<file path="config.mk">
export PLATFORM = sky130hd
export DESIGN_NAME = piso_tx
export DESIGN_NICKNAME = d
export VERILOG_FILES = /design/src/rtl/serial_link_pkg.sv /design/src/rtl/piso_tx.sv
export SDC_FILE = /design/constraint.sdc
export NUM_CORES = 1
export LEC_CHECK = 0
export ABC_AREA = 1
export CAP_MARGIN = 20
export CORE_AREA = 3 3 40 42
export DETAILED_ROUTE_END_ITERATION = 12
export DIE_AREA = 0 0 43 45
export PLACE_DENSITY = 0.55
export SLEW_MARGIN = 10
export SYNTH_ARGS = -nofsm -noshare
export SYNTH_HDL_FRONTEND = slang
export SYNTH_SLANG_ARGS = --single-unit
</file>
<file path="constraint.sdc">
create_clock -name clk -period 1.44 [get_ports clk]
set_clock_uncertainty 0.2 [all_clocks]
set_input_delay 0.216 -clock clk [delete_from_list [all_inputs] [get_ports clk]]
set_output_delay 0.216 -clock clk [all_outputs]
set_load 0.02 [all_outputs]
</file>
<file path="src/rtl/serial_link_pkg.sv">
// Shared definitions for the serial link: transmitter FSM states and the
// default link width used by both the transmitter and the receiver.
package serial_link_pkg;

  // Default word width of the link; the SIPO receiver is sized from this too.
  localparam int SER_WIDTH = 4;

  // Transmitter control states.
  typedef enum logic {
    IDLE  = 1'b0,
    SHIFT = 1'b1
  } link_state_e;

endpackage : serial_link_pkg

</file>
<file path="src/rtl/piso_tx.sv">
// Parallel-in / serial-out transmitter. A word is accepted through a
// valid/ready handshake and sent one bit per clock with dout_valid set.
// A new word can be accepted during the last bit of the current one, so
// consecutive words stream with no idle cycle between them.
module piso_tx
  import serial_link_pkg::*;
#(
  parameter int WIDTH     = SER_WIDTH,  // 2..32
  parameter bit MSB_FIRST = 1'b1
) (
  input  logic             clk,
  input  logic             rst,
  input  logic [WIDTH-1:0] pin,
  input  logic             load_valid,
  output logic             load_ready,
  output logic             dout,
  output logic             dout_valid,
  output logic             busy,
  output logic             done
);

  localparam int              CNT_W    = $clog2(WIDTH);
  localparam logic [CNT_W-1:0] LAST_CNT = CNT_W'(WIDTH - 1);

  link_state_e      state_q, state_d;
  logic [WIDTH-1:0] shreg_q, shreg_d;
  logic [CNT_W-1:0] cnt_q,   cnt_d;

  logic last_bit;
  logic accept;
  logic head_bit;

  assign last_bit = (state_q == SHIFT) && (cnt_q == LAST_CNT);
  assign accept   = load_valid && load_ready;
  assign head_bit = MSB_FIRST ? shreg_q[WIDTH-1] : shreg_q[0];

  // State register: FSM state, shift register and bit counter.
  // NOTE: sequential state uses non-blocking assignments so every register
  // samples its pre-edge inputs regardless of evaluation order.
  always_ff @(posedge clk or posedge rst) begin
    if (rst) begin
      state_q <= IDLE;
      shreg_q <= '0;
      cnt_q   <= '0;
    end else begin
      state_q <= state_d;
      shreg_q <= shreg_d;
      cnt_q   <= cnt_d;
    end
  end

  // Next-state logic: accept a word, shift toward the head, or fall idle.
  // NOTE: every signal gets a default first so no path leaves it unassigned,
  // which would otherwise infer a latch.
  always_comb begin
    state_d = state_q;
    shreg_d = shreg_q;
    cnt_d   = cnt_q;
    if (accept) begin
      state_d = SHIFT;
      shreg_d = pin;
      cnt_d   = '0;
    end else if (state_q == SHIFT) begin
      shreg_d = MSB_FIRST ? {shreg_q[WIDTH-2:0], 1'b0}
                          : {1'b0, shreg_q[WIDTH-1:1]};
      if (last_bit) begin
        // Word finished with nothing queued: park the counter at zero so it
        // never runs past WIDTH-1.
        state_d = IDLE;
        cnt_d   = '0;
      end else begin
        cnt_d = cnt_q + 1'b1;
      end
    end
  end

  // Output decode: serial outputs come from registered state only; the
  // ready flag also looks at rst so nothing is accepted while in reset.
  always_comb begin
    load_ready = !rst && ((state_q == IDLE) || last_bit);
    dout       = (state_q == SHIFT) ? head_bit : 1'b0;
    dout_valid = (state_q == SHIFT);
    busy       = (state_q == SHIFT);
    done       = last_bit;
  end

endmodule : piso_tx

</file>
==> implementation parameters, run 1 <==
Parameter                              Value

Run status
  Status    finished, violations left
  Failing checks    negative setup slack

Cells and area
  Leading cell types in the layout, fill and taps excluded    sky130_fd_sc_hd__nand2_1 (21), sky130_fd_sc_hd__buf_4 (18), sky130_fd_sc_hd__nand3_1 (6), sky130_fd_sc_hd__dfrtp_1 (6), sky130_fd_sc_hd__clkdlybuf4s50_1 (6)
  Layout cells sized above 1    0.424
  Final instance count without filler cells    100
  Final instance area    about 700 um^2
  Total number of nets in the final design    94
  Most common cell after layout, fill and taps aside    sky130_fd_sc_hd__nand2_1
  Growth of design area from synthesis to finish    66.7%
  N_diodes    0

Route
  First-iteration detailed-routing DRC count    4
  Detailed-route vias per instance    4.42
  Antenna-violating nets left    0
  DRC violation count after routing    0
  Number of vias in the routed layout    442
  Total detailed-routing wirelength    974 um
  TritonRoute pass-1 iters    4
  Wirelength per Cell    9.74 um

Critical path
  Timing endpoint of the critical path    load_ready
  Endpoint type of the worst setup path    output port
  Start point of the critical path    cnt_q[1]$_DFFE_PP0P_
  Cells along the critical path    ha_2 -> inv_2 -> a21oi_2 -> buf_4
  Startpoint of the most critical register-to-register path    busy$_DFF_PP0_
  Standard cell with the maximum stage delay on the critical path    sky130_fd_sc_hd__dfrtp_1
  Kind of start point of the critical path    register
  Reg-to-Reg End    shreg_q[3]$_DFFE_PP0P_
  Required time of the critical path    slightly above 1000 ps
  Critical path class    reg -> out
  Critical Path Max Stage Delay    350 ps
  Register-to-Register Path Depth    7
  Worst setup slack for register-to-register paths    50 ps
  Data arrival time at the worst-slack endpoint    between 1000 and 1500 ps
  Maximum fanout along the worst path    2

Floorplan
  Initial core utilization    0.327
  Die Footprint    1940 um^2
  Vertical extent of the die    45 um
  Number of top-level design ports    12
  Area of the core region    ~1300 um^2
  Number of standard-cell rows in the floorplan    13
  Width of the chip    43 um

STA
  Share of the cycle needed by the critical path after routing    1.06
  Highest achievable clock rate    656 MHz
  Final count of pins violating max slew    0
  Number of endpoints with negative hold slack in the final report    0
  Rel. slew slack    0.771
  Count of endpoints failing setup in the final report    2
  Final worst path period need    between 1500 and 2000 ps
  Transition at the pin with the smallest max-transition slack    342 ps
  Setup repair after global routing missed its margin    yes
  Crit path setup slack, layout    -83.6 ps

Run
  MaxCap Viol Count    0

Power
  Power density over cell area    1990 nW/um^2
  Max rail drop VDD    807 uV
  Static Leakage    about 0.39 nW

Placement
  Count of buffers inserted at the top-level ports    11
  Placed inst area    636 um^2
  Global placer's final weighted congestion    0.731
  Detailed placement HPWL    664 um
  Total instance count after detailed placement    91

CTS
  Root buffer cell    sky130_fd_sc_hd__clkbuf_4
  CTS H-tree depth    1
  Worst skew pair latency    ~250 ps
  Clock slew at reported path FFs    50 ps
  TritonCTS clock tree    built
  Maximum buffer depth of the clock tree    2
  CTS Sinks    7
  Total clock buffers created by CTS    3

GRT
  Maximum number of pins on one net before global-route repair    11
  Final global-route overflow total    0
  Vias in the first global route    400
  Global Route Usage Sum    0.125
  Initial antenna violation count    0
  Global-route wire length before repair    1.74 mm

Logic synthesis
  Post-synthesis cell count    53
  Number of register bits inferred by synthesis    7
  Syn avg cell area    7.93 um^2
  Yosys warning count    0
  Portion of the post-synthesis area used by sequential elements    0.417
  Count of different cell masters after synthesis    13
  Synthesized Nets    approximately 60
  Netlist area before placement    420 um^2

Min path
  Type of the tightest min-delay check    in -> async
[registers in the layout (all words and copies together) (netlist names)]
| name | count |
|---|---|
| busy | 1 |
| cnt_q | 2 |
| shreg_q | 4 |
[how the worst min path moves through the flow]
stage / cells past startpoint / endpoint / slack [ps]
after floorplan: 1 / busy$_DFF_PP0_ / -190
after global placement: 2 / shreg_q[0]$_DFFE_PP0P_ / 290
after CTS: 3 / shreg_q[2]$_DFFE_PP0P_ / 130
after detailed placement: 2 / shreg_q[0]$_DFFE_PP0P_ / 290
after global routing: 3 / shreg_q[2]$_DFFE_PP0P_ / 160
final: 3 / shreg_q[2]$_DFFE_PP0P_ / 140
[layer usage]
layer,share of wire,routed length [um],track usage
met1,0.47,454,0.164
met3,0.077,75,0.0359
met4,0.021,20,0.0904
met2,0.44,424,0.174
met5,0,0,0
[area by class of cell]
cell class | instances | area (um^2)
fillers | 123 | 584
inverters | 9 | 33.8
repair buffers | 29 | 233
clock buffers | 4 | 26.3
well taps | 15 | 18.8
flip-flops and latches | 7 | 176
multi-input cells | 36 | 213
[stage by stage]
stage / TNS, ps / utilization / power (mW) / setup WS (ps) / hold slack, ps
final: -105 / 0.545 / 1.39 / -83.6 / 143
after global routing: -376 / 0.545 / 1.53 / -167 / 163
after CTS: -118 / 0.523 / 1.35 / -91.3 / 130
after detailed placement: -1780 / 0.495 / 1.14 / -369 / 294
after global placement: -1800 / 0.495 / 1.14 / -359 / 287
after floorplan: 0 / - / 0.808 / 95.8 / -189
[logic make-up after synthesis]
| family | synth area share |
|---|---|
| AND/OR/NAND/NOR | 0.408 |
| buffers and inverters | 0.125 |
| flip-flops | 0.417 |
| AO/OA/AOI/OAI | 0.0208 |
| adder cells (fa/ha/maj) | 0.0298 |
[power breakdown]
group / total (mW) / switching, mW / leakage [nW] / internal, mW
Clock: 0.178 / 0.0723 / 0.0150 / 0.106
Sequential: 0.349 / 0.0605 / 0.0864 / 0.289
Combinational: 0.864 / 0.424 / 0.287 / 0.441
Total: 1.39 / 0.556 / 0.388 / 0.835
[what timing repair did]
item,in CTS,in global routing
setup endpoints to repair,6,8
hold buffers,0,0
cloned,0,1
pin swaps,1,2
resized for setup,25,3
buffers inserted,3,1
[worst max-delay path, delay by kind of cell, from the launching register on]
kind	cells	cell delay (ps)
buffers and inverters	2	200
AO/OA/AOI/OAI	1	130
adder cells (fa/ha/maj)	1	190
flip-flops	1	350
[synth_stat cells]
library cell / number / share of area
sky130_fd_sc_hd__nand2_8: 1 / 0.048
sky130_fd_sc_hd__dfrtp_1: 7 / 0.42
sky130_fd_sc_hd__nand3_4: 1 / 0.042
sky130_fd_sc_hd__inv_2: 3 / 0.027
sky130_fd_sc_hd__a21oi_2: 1 / 0.021
sky130_fd_sc_hd__nand3_1: 6 / 0.071
sky130_fd_sc_hd__nand2_1: 21 / 0.19
sky130_fd_sc_hd__buf_4: 1 / 0.018
sky130_fd_sc_hd__inv_1: 6 / 0.054
sky130_fd_sc_hd__or2_0: 1 / 0.015
sky130_fd_sc_hd__ha_1: 1 / 0.030
sky130_fd_sc_hd__nand4_1: 3 / 0.045
sky130_fd_sc_hd__buf_6: 1 / 0.027
Note: power is estimated with default switching activity, not from simulation.
==> run 2, diff against run 1 <==
clock period = 1.66 ns   (was 1.44 ns; I/O delays follow)
==> run 2 against run 1 <==
The run now ends clean. Core utilization fell by 7.5 points. First-iteration DRC count rose by 25%. Non-clock buffer count fell by 10. Clock power fell by 16%. Routed wire length fell by 16%. Highest routed layer unchanged. Worst hold slack improved by 160 ps.
==> implementation parameters, run 2 (synthesis gave the netlist of run 1 again) <==
Parameter                              Value

Run status
  Status    finished clean

Floorplan
  Width of the chip    43 um (unchanged)
  Vertical extent of the die    45 um (unchanged)
  Initial core utilization    0.327 (unchanged)
  Number of top-level design ports    12 (unchanged)
  Number of standard-cell rows in the floorplan    13 (unchanged)
  Area of the core region    1280 um^2 (unchanged)
  Die Footprint    1940 um^2 (unchanged)

Cells and area
  Total number of nets in the final design    83 (-12%)
  Final instance count without filler cells    89 (-11%)
  Growth of design area from synthesis to finish    43.8%
  Sequential standard cell area    176 um^2 (unchanged)
  N_diodes    0 (unchanged)
  Leading cell types in the layout, fill and taps excluded    sky130_fd_sc_hd__nand2_1 (21), sky130_fd_sc_hd__buf_4 (8)
  Layout cells sized above 1    0.270 (-0.153)
  Total area of multi-input combinational cells    193 um^2 (-9.4%)
  Fill cells    138 (+12%)
  Register bank with the most flops    shreg_q
  Fin util    0.470 (-0.0750)
  Largest register FFs    4 (unchanged)
  Most common cell after layout, fill and taps aside    sky130_fd_sc_hd__nand2_1

GRT
  Global-route wire length before repair    1.37 mm (-21%)
  Global Route Usage Sum    0.0983 (-0.0263)
  Final global-route overflow total    0 (unchanged)
  Initial antenna violation count    0 (unchanged)
  Vias in the first global route    320 (-20%)
  Maximum number of pins on one net before global-route repair    11 (unchanged)

Critical path
  Worst setup slack for register-to-register paths    210 ps (+160 ps)
  Critical path class    reg -> out
  Maximum fanout along the worst path    2 (unchanged)
  Kind of start point of the critical path    register
  Reg-to-Reg End    shreg_q[2]$_DFFE_PP0P_
  Data arrival time at the worst-slack endpoint    1130 ps (+20 ps)
  Required time of the critical path    1210 ps (+190 ps)
  Register-to-Register Path Depth    8 (+1)
  Startpoint of the most critical register-to-register path    cnt_q[0]$_DFFE_PP0P_
  Endpoint type of the worst setup path    output port

Min path
  Origin of the worst min-delay path    shreg_q[0]$_DFFE_PP0P_
  Type of the tightest min-delay check    reg -> reg
  Worst Hold Path EP    shreg_q[0]$_DFFE_PP0P_
  Cell depth of the worst min-delay path    2

STA
  Rel. slew slack    0.835 (+0.0636)
  Final worst path period need    approximately 1600 ps
  Count of endpoints failing setup in the final report    0 (-2)
  Share of the cycle needed by the critical path after routing    0.952
  Final count of pins violating max slew    0 (unchanged)
  Transition at the pin with the smallest max-transition slack    247 ps (-95.2 ps)
  Highest achievable clock rate    633 MHz
  Number of endpoints with negative hold slack in the final report    0 (unchanged)
  Hold slack    305 ps (+161 ps)
  Crit path setup slack, layout    79.2 ps (+163 ps)
  Setup repair after global routing missed its margin    no
  Total negative slack    0 ps (+105 ps)

CTS
  Clock slew at reported path FFs    50 ps (about the same)
  Worst skew pair latency    250 ps (about the same)
  TritonCTS clock tree    built
  Root buffer cell    sky130_fd_sc_hd__clkbuf_4
  Post-CTS Repair Setup Buffers    0 (-3)
  Maximum buffer depth of the clock tree    2 (unchanged)
  CTS Sinks    7 (unchanged)
  CTS H-tree depth    1 (unchanged)
  Total clock buffers created by CTS    3 (unchanged)

Placement
  Detailed placement HPWL    640 um (-3.7%)
  Pre-CTS setup slack    -220 ps (+149 ps)
  Count of buffers inserted at the top-level ports    11 (unchanged)
  Global placer's final weighted congestion    0.728 (-0.41%)
  Total instance count after detailed placement    85 (-6.6%)

Route
  TritonRoute pass-1 iters    4 (unchanged)
  Total detailed-routing wirelength    818 um (-16%)
  Wirelength per Cell    9.19 um (-5.6%)
  First-iteration detailed-routing DRC count    5 (+1)
  Number of vias in the routed layout    394 (-11%)
  Antenna-violating nets left    0 (unchanged)
  Detailed-route vias per instance    4.43 (+0.16%)
  DRC violation count after routing    0 (unchanged)

Run
  MaxCap Viol Count    0 (unchanged)

Power
  Static Leakage    0.343 nW (-12%)
  Power density over cell area    1650 nW/um^2 (-17%)
  Max rail drop VDD    673 uV (-17%)
run 2: layout make-up:
type / count / area share
clock buffer: 4 / 0.0435
inverter: 9 / 0.0559
multi-input combinational: 35 / 0.319
sequential: 7 / 0.292
tap: 15 / 0.0311
timing repair buffer: 19 / 0.259
run 2: how the worst max path moves through the flow:
stage / from / to / slack, ps / cells past startpoint
final: cnt_q[0]$_DFFE_PP0P_ / load_ready / 80 / 4
after floorplan: busy$_DFF_PP0_ / load_ready / 310 / 2
after CTS: cnt_q[0]$_DFFE_PP0P_ / done / 10 / 4
after detailed placement: rst / load_ready / -220 / 3
after global routing: cnt_q[0]$_DFFE_PP0P_ / load_ready / 8 / 4
after global placement: rst / load_ready / -200 / 3
run 2: worst max-delay path, cell delays in order, from the launching register on:
cell                      delay, ps
sky130_fd_sc_hd__dfrtp_1        350
sky130_fd_sc_hd__ha_1           180
sky130_fd_sc_hd__inv_2           50
sky130_fd_sc_hd__a21oi_2        130
sky130_fd_sc_hd__buf_2          180
run 2: report_power, final:
| group | total [mW] | switching, mW | internal, mW |
|---|---|---|---|
| clock | 0.150 | 0.0583 | 0.0914 |
| sequential | 0.302 | 0.0512 | 0.251 |
| combinational | 0.546 | 0.310 | 0.235 |
| total | 0.997 | 0.420 | 0.577 |
run 2: metal layers:
layer	global-route usage	routed length (um)
met1	0.116	390
met2	0.147	358
met3	0.0598	59
met4	0.0361	9
met5	0	0
run 2: stage by stage:
step	cell area, um^2	total power [mW]
2_1_floorplan	420	0.701
3_3_place_gp	591	0.897
3_5_place_dp	591	0.896
4_1_cts	611	1.02
5_1_grt	604	1.09
6_report	604	0.997
run 2: what timing repair did:
| action | 4_1_cts | 5_1_grt |
|---|---|---|
| hold buffers | 0 | 0 |
| pin swaps | 0 | 0 |
| gates resized for setup | 11 | 1 |
| setup endpoints to repair | 5 | 1 |
